### src/rtl/adder_pkg.sv
// Shared constants and the stage-entry layout for the pipelined adder.
package adder_pkg;

    localparam int CHUNK_DEFAULT  = 4;
    localparam int WIDTH_DEFAULT  = 16;
    localparam int STAGES_DEFAULT = WIDTH_DEFAULT / CHUNK_DEFAULT;

    // One pipeline slot: operands still waiting for their slice, the result
    // slices already produced, and the carry handed to the next stage.
    typedef struct packed {
        logic                     valid;
        logic [WIDTH_DEFAULT-1:0] a;
        logic [WIDTH_DEFAULT-1:0] b_eff;
        logic [WIDTH_DEFAULT-1:0] psum;
        logic                     carry;
    } stage_entry_t;

endpackage

### src/rtl/pipe_adder_if.sv
// Handshake and data bundle between an operand producer and the adder.
interface pipe_adder_if
    import adder_pkg::*;
#(
    parameter int WIDTH = WIDTH_DEFAULT
) ();

    logic             in_valid;
    logic             in_ready;
    logic [WIDTH-1:0] a;
    logic [WIDTH-1:0] b;
    logic             cin;
    logic             sub;
    logic             out_valid;
    logic             out_ready;
    logic [WIDTH-1:0] sum;
    logic             cout;
    logic             ovf;

    // Producer/consumer side: presents operands, accepts results.
    modport master (
        output in_valid, a, b, cin, sub, out_ready,
        input  in_ready, out_valid, sum, cout, ovf
    );

    // Adder side.
    modport slave (
        input  in_valid, a, b, cin, sub, out_ready,
        output in_ready, out_valid, sum, cout, ovf
    );

endinterface

### src/rtl/pipe_adder_add_chunk.sv
// Combinational CHUNK-bit adder slice; also exposes the carry into its top bit.
module add_chunk #(
    parameter int CHUNK = 4
) (
    input  logic [CHUNK-1:0] a,
    input  logic [CHUNK-1:0] b,
    input  logic             cin,
    output logic [CHUNK-1:0] sum,
    output logic             cout,
    output logic             c_msb
);

    logic [CHUNK:0] full;

    assign full  = {1'b0, a} + {1'b0, b} + {{CHUNK{1'b0}}, cin};
    assign sum   = full[CHUNK-1:0];
    assign cout  = full[CHUNK];
    // The top sum bit is a ^ b ^ carry_in at that position, so the carry
    // into the MSB falls out without a second adder.
    assign c_msb = full[CHUNK-1] ^ a[CHUNK-1] ^ b[CHUNK-1];

endmodule

### src/rtl/pipe_adder.sv
// Pipelined WIDTH-bit add/subtract, one CHUNK-bit slice per stage, with a
// single global advance so the whole pipe moves or holds together.
module pipe_adder
    import adder_pkg::*;
#(
    parameter int WIDTH = WIDTH_DEFAULT,
    parameter int CHUNK = CHUNK_DEFAULT
) (
    input  logic         clk,
    input  logic         rst,
    pipe_adder_if.slave  bus
);

    localparam int STAGES = WIDTH / CHUNK;

    typedef struct packed {
        logic             valid;
        logic [WIDTH-1:0] a;
        logic [WIDTH-1:0] b_eff;
        logic [WIDTH-1:0] psum;
        logic             carry;
    } entry_t;

    entry_t           stage_reg [STAGES];
    logic             out_valid_reg;
    logic [WIDTH-1:0] sum_reg;
    logic             cout_reg;
    logic             ovf_reg;

    logic [CHUNK-1:0] chunk_sum  [STAGES];
    logic             chunk_cout [STAGES];
    logic             chunk_cmsb [STAGES];

    logic adv;
    logic in_ready;

    assign adv      = !out_valid_reg || bus.out_ready;
    assign in_ready = adv && !rst;

    assign bus.in_ready  = in_ready;
    assign bus.out_valid = out_valid_reg;
    assign bus.sum       = sum_reg;
    assign bus.cout      = cout_reg;
    assign bus.ovf       = ovf_reg;

    // Stage gi adds slice gi of the operands held in stage_reg[gi].
    generate
        for (genvar gi = 0; gi < STAGES; gi++) begin : g_stage
            add_chunk #(.CHUNK(CHUNK)) u_add (
                .a     (stage_reg[gi].a[gi*CHUNK +: CHUNK]),
                .b     (stage_reg[gi].b_eff[gi*CHUNK +: CHUNK]),
                .cin   (stage_reg[gi].carry),
                .sum   (chunk_sum[gi]),
                .cout  (chunk_cout[gi]),
                .c_msb (chunk_cmsb[gi])
            );
        end
    endgenerate

    // Shift every slot one stage on advance; results update only for valid entries.
    always_ff @(posedge clk) begin
        if (rst) begin
            for (int k = 0; k < STAGES; k++) begin
                stage_reg[k] <= '0;
            end
            out_valid_reg <= 1'b0;
            sum_reg       <= '0;
            cout_reg      <= 1'b0;
            ovf_reg       <= 1'b0;
        end else if (adv) begin
            // Subtraction is a + ~b + 1, so invert b and force the first carry.
            stage_reg[0].valid <= bus.in_valid && in_ready;
            stage_reg[0].a     <= bus.a;
            stage_reg[0].b_eff <= bus.sub ? ~bus.b : bus.b;
            stage_reg[0].psum  <= '0;
            stage_reg[0].carry <= bus.sub ? 1'b1 : bus.cin;

            for (int k = 1; k < STAGES; k++) begin
                stage_reg[k]                              <= stage_reg[k-1];
                stage_reg[k].psum[(k-1)*CHUNK +: CHUNK]   <= chunk_sum[k-1];
                stage_reg[k].carry                        <= chunk_cout[k-1];
            end

            out_valid_reg <= stage_reg[STAGES-1].valid;
            if (stage_reg[STAGES-1].valid) begin
                sum_reg                        <= stage_reg[STAGES-1].psum;
                sum_reg[WIDTH-CHUNK +: CHUNK]  <= chunk_sum[STAGES-1];
                cout_reg                       <= chunk_cout[STAGES-1];
                ovf_reg                        <= chunk_cmsb[STAGES-1] ^ chunk_cout[STAGES-1];
            end
        end
    end

endmodule

### src/flat_wrapper.sv
// flat-port wrapper written by rule: the top's interface ports become plain ports
module pipe_adder_flat import adder_pkg::*;
#(
    parameter int WIDTH = WIDTH_DEFAULT,
    parameter int CHUNK = CHUNK_DEFAULT
)
  (clk, rst, bus_in_valid, bus_a, bus_b, bus_cin, bus_sub, bus_out_ready, bus_in_ready, bus_out_valid, bus_sum, bus_cout, bus_ovf);
  pipe_adder_if #(.WIDTH(WIDTH)) bus_i ();
  input  logic clk;
  input  logic rst;
  input wire logic [$bits(bus_i.in_valid)-1:0] bus_in_valid;
  input wire logic [$bits(bus_i.a)-1:0] bus_a;
  input wire logic [$bits(bus_i.b)-1:0] bus_b;
  input wire logic [$bits(bus_i.cin)-1:0] bus_cin;
  input wire logic [$bits(bus_i.sub)-1:0] bus_sub;
  input wire logic [$bits(bus_i.out_ready)-1:0] bus_out_ready;
  output wire logic [$bits(bus_i.in_ready)-1:0] bus_in_ready;
  output wire logic [$bits(bus_i.out_valid)-1:0] bus_out_valid;
  output wire logic [$bits(bus_i.sum)-1:0] bus_sum;
  output wire logic [$bits(bus_i.cout)-1:0] bus_cout;
  output wire logic [$bits(bus_i.ovf)-1:0] bus_ovf;
  assign bus_i.in_valid = bus_in_valid;
  assign bus_i.a = bus_a;
  assign bus_i.b = bus_b;
  assign bus_i.cin = bus_cin;
  assign bus_i.sub = bus_sub;
  assign bus_i.out_ready = bus_out_ready;
  assign bus_in_ready = bus_i.in_ready;
  assign bus_out_valid = bus_i.out_valid;
  assign bus_sum = bus_i.sum;
  assign bus_cout = bus_i.cout;
  assign bus_ovf = bus_i.ovf;
  pipe_adder #(.WIDTH(WIDTH), .CHUNK(CHUNK)) u_core (.clk(clk), .rst(rst), .bus(bus_i));
endmodule
### config.mk
export PLATFORM = sky130hd
export DESIGN_NAME = pipe_adder_flat
export DESIGN_NICKNAME = d
export VERILOG_FILES = /design/src/rtl/adder_pkg.sv /design/src/rtl/pipe_adder_if.sv /design/src/rtl/pipe_adder_add_chunk.sv /design/src/rtl/pipe_adder.sv /design/src/flat_wrapper.sv
export SDC_FILE = /design/constraint.sdc
export NUM_CORES = 1
export LEC_CHECK = 0
export CORE_MARGIN = 2
export CORE_UTILIZATION = 45
export DETAILED_ROUTE_END_ITERATION = 10
export PLACE_DENSITY = 0.76
export SLEW_MARGIN = 40
export SYNTH_ARGS = -nofsm -noshare
export SYNTH_HDL_FRONTEND = slang
export SYNTH_SLANG_ARGS = --single-unit
### constraint.sdc
create_clock -name clk -period 8.73 [get_ports clk]
set_clock_uncertainty 0.05 [all_clocks]
set_input_delay 0.873 -clock clk [delete_from_list [all_inputs] [get_ports clk]]
set_output_delay 0.873 -clock clk [all_outputs]
set_load 0.01 [all_outputs]
# [After elaboration in Yosys (flattened, before gate mapping)]
# Memory sizes are Yosys's and may differ from the RTL's.
# Index checks and enable logic that the tools add are counted.
[totals] register_bits=19 ramBits=200 input_bits=38 out_inout_bits=20 mem_count=1
[memory_table] memory="u_core.stage_reg" depth=4 word_bits=50 rd=4 rd_ports_with_merged_regs=0 write_ports=4 line_no="pipe_adder.sv:24" text="entry_t stage_reg [STAGES];"
[op_classes] add_sub_neg=8 n_mux=21 bitwise=18 reduce_logical=6
[ops] operator="$mux W50" n=3
[ops] operator="$mux W16" n=4
[ops] operator="$add A4 B4 Y5" n=4
[ops] operator="$add A5 B1 Y5" n=4
[ops] operator="$not A16 Y16" n=1
[ops] operator="$or A1 B1 Y1" n=14
[ops] operator="$mux W4" n=3
[ops] operator="$mux W1" n=11
[ops] operator="$xor A1 B1 Y1" n=3
[ops] operator="$logic_and A1 B1 Y1" n=2
[ops] operator="$logic_not A1 Y1" n=2
[ops] operator="$reduce_and A2 Y1" n=1
[ops] operator="$logic_or A1 B1 Y1" n=1

# [Longest topological paths before layout]
# Gate-level depths: netlist of the first run.
[logic_depth] depth_word=7 depth_mapped=8 depth_no_buf=8

# [By module]
# A second synthesis of the first run with hierarchy kept.
[unflattened] hier_cells=419 hier_area_um2=5728.0
[modules_own_cells] module="pipe_adder" n_inst=1 cells_per_inst=343 area_per_inst_um2=5017.3 seq_area_each_um2=3743.6
[modules_own_cells] module="add_chunk" n_inst=4 cells_per_inst=19 area_per_inst_um2=177.7 seq_area_each_um2=0.0

# [Worst setup path before layout of the first run]
# OpenSTA, ideal clock, no wires.
[synth_path] path_type="in2reg" start="input rst" end="memory u_core.stage_reg[0][0] (netlist name) (enable)" t_arrival_ns=3.900 t_required_ns=8.190 path_slack_ns=4.289 cell_stages=2 n_path_buf=1 path_cell_list="clkbuf_1 nand2b_1"
[synth_rtl] element="start: declaration" line_no="flat_wrapper.sv:10" text="input logic rst;"
[synth_rtl] element="end: declaration" line_no="pipe_adder.sv:24"

# [Worst setup path after layout of the first run]
[layout_path] start="input rst" end="output bus_in_ready"
[layout_between] elab_chain_len=2
[layout_lines] element="$logic_not A1 Y1" line_no="pipe_adder.sv:38" text="assign in_ready = adv && !rst;"
[layout_lines] element="$logic_and A1 B1 Y1" line_no="pipe_adder.sv:38"
[layout_lines] element="end: declaration" line_no="flat_wrapper.sv:17" text="output wire logic [$bits(bus_i.in_ready)-1:0] bus_in_ready;"
# Every way passes these cells.

==> results of run 1 <==
worst max-delay path, delay by kind of cell:
family	cells	cell delay, ps
buffers and inverters	4	1790
AND/OR/NAND/NOR	1	190
stage by stage:
stage / setup WS [ps] / cell area (um^2) / hold slack [ps] / utilization / total power, mW
2_1_floorplan: 4290 / 5500 / 421 / - / 0.779
3_3_place_gp: 4940 / 6180 / 391 / 0.517 / 0.805
3_5_place_dp: 4920 / 6180 / 398 / 0.517 / 0.808
4_1_cts: 4910 / 6750 / 406 / 0.565 / 1.48
5_1_grt: 4820 / 6750 / 432 / 0.565 / 1.52
6_report: 4930 / 6750 / 403 / 0.565 / 1.47
layout by cell type (no fill, tap or decap), drive strengths merged:
cell	count
a211oi	1
a21o	4
a21oi	23
and2	82
buf	4
bufinv	1
clkbuf	17
clkdlybuf4s50	56
clkinv	3
clkinvlp	4
dfxtp	19
edfxtp	112
fa	8
ha	12
inv	29
nand2	30
nand2b	5
nand3	1
nand3b	1
nor2	33
nor2b	7
nor3	4
o21ai	3
o31ai	1
xnor2	20
xor2	3
kinds of logic (layout without fill, tap and decap cells):
family / count (synthesis) / in the layout
buffers and inverters: 41 / 114
and+or+nand+nor: 163 / 163
adders and majority gates: 20 / 20
AOI/OAI and AO/OA: 32 / 32
DFF: 131 / 131
xor gates and xnor gates: 23 / 23
cell type report:
type / instances / area (um^2) / share of cell area
inverter: 22 / 82.6 / 0.0122
multi-input combinational: 238 / 1580 / 0.234
clock buffer: 17 / 425 / 0.0630
clock inverter: 15 / 148 / 0.0219
sequential: 131 / 3740 / 0.554
timing repair buffer: 60 / 592 / 0.0876
tap: 147 / 184 / 0.0272
synth_stat cells:
library cell and instances:
sky130_fd_sc_hd__nand3_1 1, sky130_fd_sc_hd__xor2_1 3, sky130_fd_sc_hd__o31ai_2 1, sky130_fd_sc_hd__inv_2 1, sky130_fd_sc_hd__edfxtp_1 112, sky130_fd_sc_hd__buf_2 13
sky130_fd_sc_hd__a211oi_1 1, sky130_fd_sc_hd__buf_4 3, sky130_fd_sc_hd__inv_1 21, sky130_fd_sc_hd__xnor2_1 19, sky130_fd_sc_hd__clkbuf_1 2, sky130_fd_sc_hd__dfxtp_1 19
sky130_fd_sc_hd__buf_6 1, sky130_fd_sc_hd__a21oi_2 2, sky130_fd_sc_hd__ha_1 12, sky130_fd_sc_hd__and2_1 82, sky130_fd_sc_hd__xnor2_2 1, sky130_fd_sc_hd__nand2_1 30
sky130_fd_sc_hd__nor2_1 33, sky130_fd_sc_hd__nand3b_1 1, sky130_fd_sc_hd__a21o_1 4, sky130_fd_sc_hd__fa_1 8, sky130_fd_sc_hd__nor3_1 4, sky130_fd_sc_hd__nand2b_4 1
sky130_fd_sc_hd__nor2b_1 7, sky130_fd_sc_hd__a21oi_1 21, sky130_fd_sc_hd__o21ai_0 3, sky130_fd_sc_hd__nand2b_1 4
routing by layer:
| metal | part of all wire | routed length (um) |
|---|---|---|
| met1 | 0.45 | 3230 |
| met2 | 0.49 | 3530 |
| met3 | 0.050 | 359 |
| met4 | 0.017 | 124 |
| met5 | 0 | 0 |
power by group through the flow:
stage / clock [mW] / combinational, mW / sequential (mW)
final: 0.671 / 0.0754 / 0.719
after global routing: 0.711 / 0.0857 / 0.722
after CTS: 0.682 / 0.0770 / 0.720
after detailed placement: 0 / 0.0760 / 0.732
after global placement: 0 / 0.0738 / 0.731
after floorplan: 0 / 0.0492 / 0.730
final timing paths:
path                                 start                end  slack, ps  cells after the start
setup / recovery                       rst       bus_in_ready       4930                      5
hold / removal           u_core.bus.sum[5]  u_core.bus.sum[5]        400                      2
setup reg to reg  u_core.stage_reg[0][150]     u_core.bus.ovf       6780                      8
hold reg to reg          u_core.bus.sum[5]  u_core.bus.sum[5]        400                      2
==> flow_summary.ini, run 1 <==
[critical_path]
critical_path.cell_chain = clkdlybuf4s50_1 -> nand2b_1 -> buf_4 -> inv_2 -> clkdlybuf4s50_1
critical_path.startpoint_type = input port
worst_path_most_repeated_cell = sky130_fd_sc_hd__clkdlybuf4s50_1
worst_ep_required_time_ps = 7810
arrival_ps = 2880
worst-setup-path-type = input port to output pin
worst_path_largest_cell_delay_ps = 920
setup.worst_path.end_class = output pin
critical_path_peak_fanout = 32
cpMaxStageDelayCell = sky130_fd_sc_hd__clkdlybuf4s50_1

[power_and_ir_drop]
static-leakage-power_nw = 2.67
p_comb_frac = 0.051
ir_drop_v = 0.000126
power.net_switching_mw = 0.314
power.density_cell_area_nw_per_um2 = 217
power_report.internal_total_mw = 1.15
share_seq_of_total_power = 0.491
switching_share = 0.214
clock_power_share = 0.458

[global_routing]
gr-max-usage-layer = met2
grt.met3_usage = 0.0445
largest_net_degree_at_the_start_of_global_routing = 83
grt_pass1_wl_um = 12600
globalRouteMet1Util = 0.147
antenna_found_initial = 0
number_of_global_route_vias_before_repair = 2851
globalRoute.totalOverflow = 0
global_route.usage.met2 = 0.204
grt_usage = 0.126

[synth]
synth_top_cell_area_share = 0.611
combinational_family_with_the_most_area_after_synthesis = simple AND/OR/NAND/NOR gates
area_fraction_in_compound_gates_after_synthesis = 0.0341
syn_avg_cell_area_um2 = 13.4
library_cell_with_the_largest_summed_area_after_synthesis = sky130_fd_sc_hd__edfxtp_1
synth.cell_area_um2 = 5500
yosys.area_share.xor_xnor = 0.0380
netlist-cell-type-count = 28
synthTopCellsByArea = sky130_fd_sc_hd__edfxtp_1, sky130_fd_sc_hd__and2_1, sky130_fd_sc_hd__dfxtp_1
ys_seq_elements = 131
netlist_instances = 410
synth_adder_area_share = 0.0564
synth-seq-area-share = 0.680
post_synth_and_or_nand_nor_area_fraction = 0.157
ys.warnings.count = 0
synthMuxAreaShare = 0
syn_nets = 468

[worst_hold_path]
hold_path_class = flop to flop

[place]
post-dp-hpwl_um = 4520
io_buffer_count = 57
cell_count_post_placement = 598
gpl.final_weighted_congestion = 0.701

[finish]
antenna-diode-count = 0
syn2layout_area_growth_pct = 22.7
final_layout_size_suffix_gt1_frac = 0.0870
nets_finish = 528
fill_cells = 955
post_layout_nonfiller_instances = 630
largest_register_ffs = 112

[cts]
path_clk_slew_ps = 60
cts_resized = 0
clock_latency_ps = 400
cts_sinks = 131
ctsRootBufferMaster = sky130_fd_sc_hd__clkbuf_16
cts_tree = built
cts_max_path_buffers = 2
hold_buffers = 0
post_cts_buffers = 0
clock_tree.htree_level_count = 4
cts-buffers-inserted = 17

[timing]
max_slew_margin = 0.530
setup_viol = 0
tightestPinTransition_ps = 703
rsz0062_at_grt = no
timing.final.crit_share = 0.436
timing_hold_violations_final = 0
max_clock_freq_mhz = 263
final_period_minus_worst_setup_slack_ps = 3800
slew_violations = 0
setup-tns-final_ps = 0

[floorplanning]
std_cell_core_area_um2 = 12000
std_cell_rows = 40
fp.dieH_um = 115
fp.dieArea_um2 = 13100
initial_utilization = 0.460
io-pin-count = 58
die_w_um = 115

[drt]
dr.first_iter.drc_count = 177
routed-via-count = 2847
postRouteAntennaNets = 0
wirelength_um = 7240
first_pass_detailed_route_iteration_total = 5
via_per_inst = 4.52
detail_route.drc_violations = 0
route.detailed.wl_per_inst_um = 11.5

[outcome]
status = finished clean

[flow_run]
drv.max_cap_violation_count = 0
Note: power is estimated with default switching activity, not from simulation.
==> inputs of run 2 (changes only) <==
Settings changed: PLACE_DENSITY 0.76 to 0.78.
Clock period 8.73 ns to 3.2 ns, I/O delays scaled along.
==> flow_summary.ini, run 2 (synthesis results as in run 1) <==
[power_and_ir_drop]
ir_drop_v = 0.000361
power_report.internal_total_mw = 3.37
power.density_cell_area_nw_per_um2 = 613
static-leakage-power_nw = 2.72
switching_share = 0.197
power.net_switching_mw = 0.824
share_seq_of_total_power = 0.468
p_total_mw = 4.19
clock_power_share = 0.482
p_comb_frac = 0.050

[timing]
final_critical_path_setup_slack_ps = 1040
final_period_minus_worst_setup_slack_ps = 2160
max_clock_freq_mhz = 464
setup-tns-final_ps = 0
rsz0062_at_grt = no
tightestPinTransition_ps = 574
slew_violations = 0
timing.final.crit_share = 0.674
timing_hold_violations_final = 0
hold_ws_ps = 405
setup_viol = 0
max_slew_margin = 0.616

[worst_hold_path]
worst_hold_path.num_cells = 2
hold_path_class = flop to flop
whs_endpoint = u_core.bus.sum[15]
worst_hold_startpoint = u_core.bus.sum[15]

[place]
post-dp-hpwl_um = 4700
io_buffer_count = 57
dpl_cell_area_um2 = 6200
cell_count_post_placement = 600
gpl.final_weighted_congestion = 0.711
post-place-ws_ps = 1010

[floorplanning]
std_cell_rows = 40
initial_utilization = 0.460
io-pin-count = 58
fp.dieArea_um2 = 13100
die_w_um = 115
std_cell_core_area_um2 = 12000
fp.dieH_um = 115

[finish]
final_util = 0.572
finished_layout_cell_area_um2 = 6840
layout_common_cells = sky130_fd_sc_hd__edfxtp_1, sky130_fd_sc_hd__and2_1, sky130_fd_sc_hd__clkdlybuf4s50_1
final_layout_size_suffix_gt1_frac = 0.0907
fill_cells = 942
syn2layout_area_growth_pct = 24.2
nets_finish = 530
antenna-diode-count = 0
layout_commonest_cell = sky130_fd_sc_hd__edfxtp_1
post_layout_nonfiller_instances = 632
largest_register_ffs = 112

[flow_run]
drv.max_cap_violation_count = 0

[drt]
wirelength_um = 7510
via_per_inst = 4.55
routed-via-count = 2877
route.detailed.wl_per_inst_um = 11.9
detail_route.drc_violations = 0
postRouteAntennaNets = 0
first_pass_detailed_route_iteration_total = 4
dr.first_iter.drc_count = 160

[cts]
cts-buffers-inserted = 17
ctsRootBufferMaster = sky130_fd_sc_hd__clkbuf_16
cts_sinks = 131
path_clk_slew_ps = 60
clock_tree.htree_level_count = 4
cts_tree = built
post_cts_buffers = 0
cts_max_path_buffers = 2
hold_buffers = 0
cts_resized = 0
clock_latency_ps = 410

[critical_path]
worst-setup-path-type = input port to output pin
critical_path.cell_chain = clkdlybuf4s50_1 -> buf_4 -> nand2b_1 -> inv_2 -> clkdlybuf4s50_1
worst_path_largest_cell_delay_ps = 530
cpMaxStageDelayCell = sky130_fd_sc_hd__clkdlybuf4s50_1
critical_path.startpoint_type = input port
critical_path_peak_fanout = 22
setup.reg_to_reg.worst_slack_ps = 1240
critical_path.reg2reg.startpoint = u_core.stage_reg[0][195]
worst_path_most_repeated_cell = sky130_fd_sc_hd__clkdlybuf4s50_1
arrival_ps = 1790
reg_to_reg_critical_path_endpoint = u_core.bus.ovf
worst_r2r_path_depth = 8
setup.worst_path.end_class = output pin
worst_ep_required_time_ps = 2830

[global_routing]
global_route.usage.met2 = 0.216
grt.met3_usage = 0.0429
gr-max-usage-layer = met2
antenna_found_initial = 0
largest_net_degree_at_the_start_of_global_routing = 82
globalRoute.totalOverflow = 0
grt_usage = 0.129
number_of_global_route_vias_before_repair = 2859
grt_pass1_wl_um = 12900
globalRouteMet1Util = 0.145

[outcome]
status = finished clean
-- run 2: worst max path at each step --
stage / start / to / slack (ps) / cells after the start
after floorplan: rst / u_core.stage_reg[0][0] / 600 / 2
after global placement: rst / bus_in_ready / 1050 / 5
after detailed placement: rst / u_core.stage_reg[0][156] / 1010 / 6
after CTS: rst / bus_in_ready / 1030 / 5
after global routing: rst / bus_in_ready / 990 / 5
final: rst / bus_in_ready / 1040 / 5
-- run 2: power groups by stage --
stage                     combinational (mW)  sequential, mW  clock [mW]
after detailed placement               0.209            2.00           0
after global placement                 0.203            1.99           0
after global routing                   0.235            1.97        2.14
final                                  0.208            1.96        2.02
after floorplan                        0.134            1.99           0
after CTS                              0.213            1.96        2.06
-- run 2: cell type report --
| cell class | count | area [um^2] | share of cell area |
|---|---|---|---|
| multi-input cells | 238 | 1580 | 0.231 |
| well taps | 147 | 184 | 0.0269 |
| clock buffers | 18 | 429 | 0.0628 |
| repair buffers | 62 | 616 | 0.0900 |
| flip-flops and latches | 131 | 3740 | 0.547 |
| inverters | 22 | 82.6 | 0.0121 |
| clock inverters | 14 | 204 | 0.0298 |
-- run 2: layer usage --
metal  wire, um  share of wire
met1       3250           0.43
met2       3720           0.50
met3        362          0.048
met4        171          0.023
met5          0              0
-- run 2: worst max-delay path, delay by kind of cell --
kind | cells | cell delay [ps]
AND/OR/NAND/NOR | 1 | 220
buffers and inverters | 4 | 1240
==> inputs of run 3 (changes only) <==
Clock period 3.2 ns to 1.7 ns, I/O delays scaled along.
==> flow_summary.ini, run 3 (synthesis results as in run 1) <==
[outcome]
status = complete, but fails checks
violations = setup timing

[timing]
rsz0062_at_grt = yes
timing_hold_violations_final = 0
max_clock_freq_mhz = 527
final_period_minus_worst_setup_slack_ps = 1900
hold_ws_ps = 361
max_slew_margin = 0.613
final_critical_path_setup_slack_ps = -196
slew_violations = 0
tightestPinTransition_ps = 581
setup_viol = 6
timing.final.crit_share = 1.12

[critical_path]
setup.worst_path.end_class = flop
worst_ep_required_time_ps = 1940
worst_path_largest_cell_delay_ps = 420
worst-setup-path-type = flop to flop
cpMaxStageDelayCell = sky130_fd_sc_hd__fa_2
critical_path_peak_fanout = 2
critical_path.cell_chain = fa_2 -> buf_4 -> a21o_1 -> a21oi_2 -> xnor2_2 -> xnor2_1 -> o31ai_2
arrival_ps = 2130
worstPathBufferInverterCount = 1
critical_path.startpoint_type = flop
setup.reg_to_reg.worst_slack_ps = -200
timing.critical_path.max_delay_family = adder cells

[cts]
cts_sinks = 131
cts_max_path_buffers = 2
cts-buffers-inserted = 17
path_clk_slew_ps = 60
ctsRootBufferMaster = sky130_fd_sc_hd__clkbuf_16
cts_tree = built
clock_tree.htree_level_count = 4
clock_latency_ps = 410

[floorplanning]
fp.dieArea_um2 = 13100
std_cell_core_area_um2 = 12000
die_w_um = 115
fp.dieH_um = 115
std_cell_rows = 40
io-pin-count = 58
initial_utilization = 0.460

[global_routing]
grt_usage = 0.128
largest_net_degree_at_the_start_of_global_routing = 82
number_of_global_route_vias_before_repair = 2913
grt_pass1_wl_um = 12800
globalRoute.totalOverflow = 0
antenna_found_initial = 0

[power_and_ir_drop]
static-leakage-power_nw = 2.78
ir_drop_v = 0.000625
power.density_cell_area_nw_per_um2 = 1120

[drt]
wirelength_um = 7690
detail_route.drc_violations = 0
first_pass_detailed_route_iteration_total = 4
postRouteAntennaNets = 0
via_per_inst = 4.66
route.detailed.wl_per_inst_um = 12.0
dr.first_iter.drc_count = 193
routed-via-count = 2976

[flow_run]
drv.max_cap_violation_count = 0

[worst_hold_path]
hold_path_class = input port to flop

[finish]
nets_finish = 537
layout_commonest_cell = sky130_fd_sc_hd__edfxtp_1
syn2layout_area_growth_pct = 27.2
largest_register_ffs = 112
layout_common_cells = sky130_fd_sc_hd__edfxtp_1, sky130_fd_sc_hd__and2_1, sky130_fd_sc_hd__clkdlybuf4s50_1
antenna-diode-count = 0
final_layout_size_suffix_gt1_frac = 0.140

[place]
io_buffer_count = 57
post-place-ws_ps = -208
gpl.final_weighted_congestion = 0.706
post-dp-hpwl_um = 4730
==> run 3: power by group <==
part	internal (mW)	total, mW	leakage, nW	switching, mW
logic	0.235	0.426	1.01	0.190
registers	3.65	3.70	1.49	0.0444
clock network	2.45	3.73	0.285	1.28
total	6.33	7.85	2.78	1.52
==> run 3: repair_timing <==
item | 4_1_cts | 5_1_grt
cloned | 0 | 0
pin swaps | 10 | 8
setup buffers | 0 | 1
endpoints found under the setup margin | 9 | 12
hold endpoints to repair | 0 | 0
resized for setup | 15 | 7
hold buffers | 0 | 0
==> run 3: path summary, 6_finish.rpt <==
check | from | end | depth (start not counted)
worst min-delay path | bus_a[11] | u_core.stage_reg[0][44] | 2
worst max register to register | u_core.stage_reg[0][150] | u_core.bus.ovf | 7
worst max-delay path | u_core.stage_reg[0][150] | u_core.bus.ovf | 7
worst min register to register | u_core.bus.sum[15] | u_core.bus.sum[15] | 2
==> run 3: metal layers <==
metal	part of all wire	track usage
met1	0.43	0.142
met2	0.48	0.211
met3	0.056	0.0424
met4	0.030	0.0813
met5	0	0
==> run 3: area by class of cell <==
cell class                      instances  area, um^2
Clock inverter                         13         184
Inverter                               22        82.6
Tap cell                              147         184
Timing Repair Buffer                   69         722
Multi-Input combinational cell        238        1650
Fill cell                             935        4960
Sequential cell                       131        3740
Clock buffer                           19         433
==> run 3: through the flow <==
step,instance area (um^2),util,power [mW],TNS (ps),std cells
4_1_cts,6980,0.583,7.92,-288,638
5_1_grt,7000,0.585,8.12,-792,639
3_5_place_dp,6330,0.529,4.17,-10790,606
2_1_floorplan,5530,-,4.00,-815,410
6_report,7000,0.585,7.85,-314,639
3_3_place_gp,6330,0.529,4.15,-7510,606
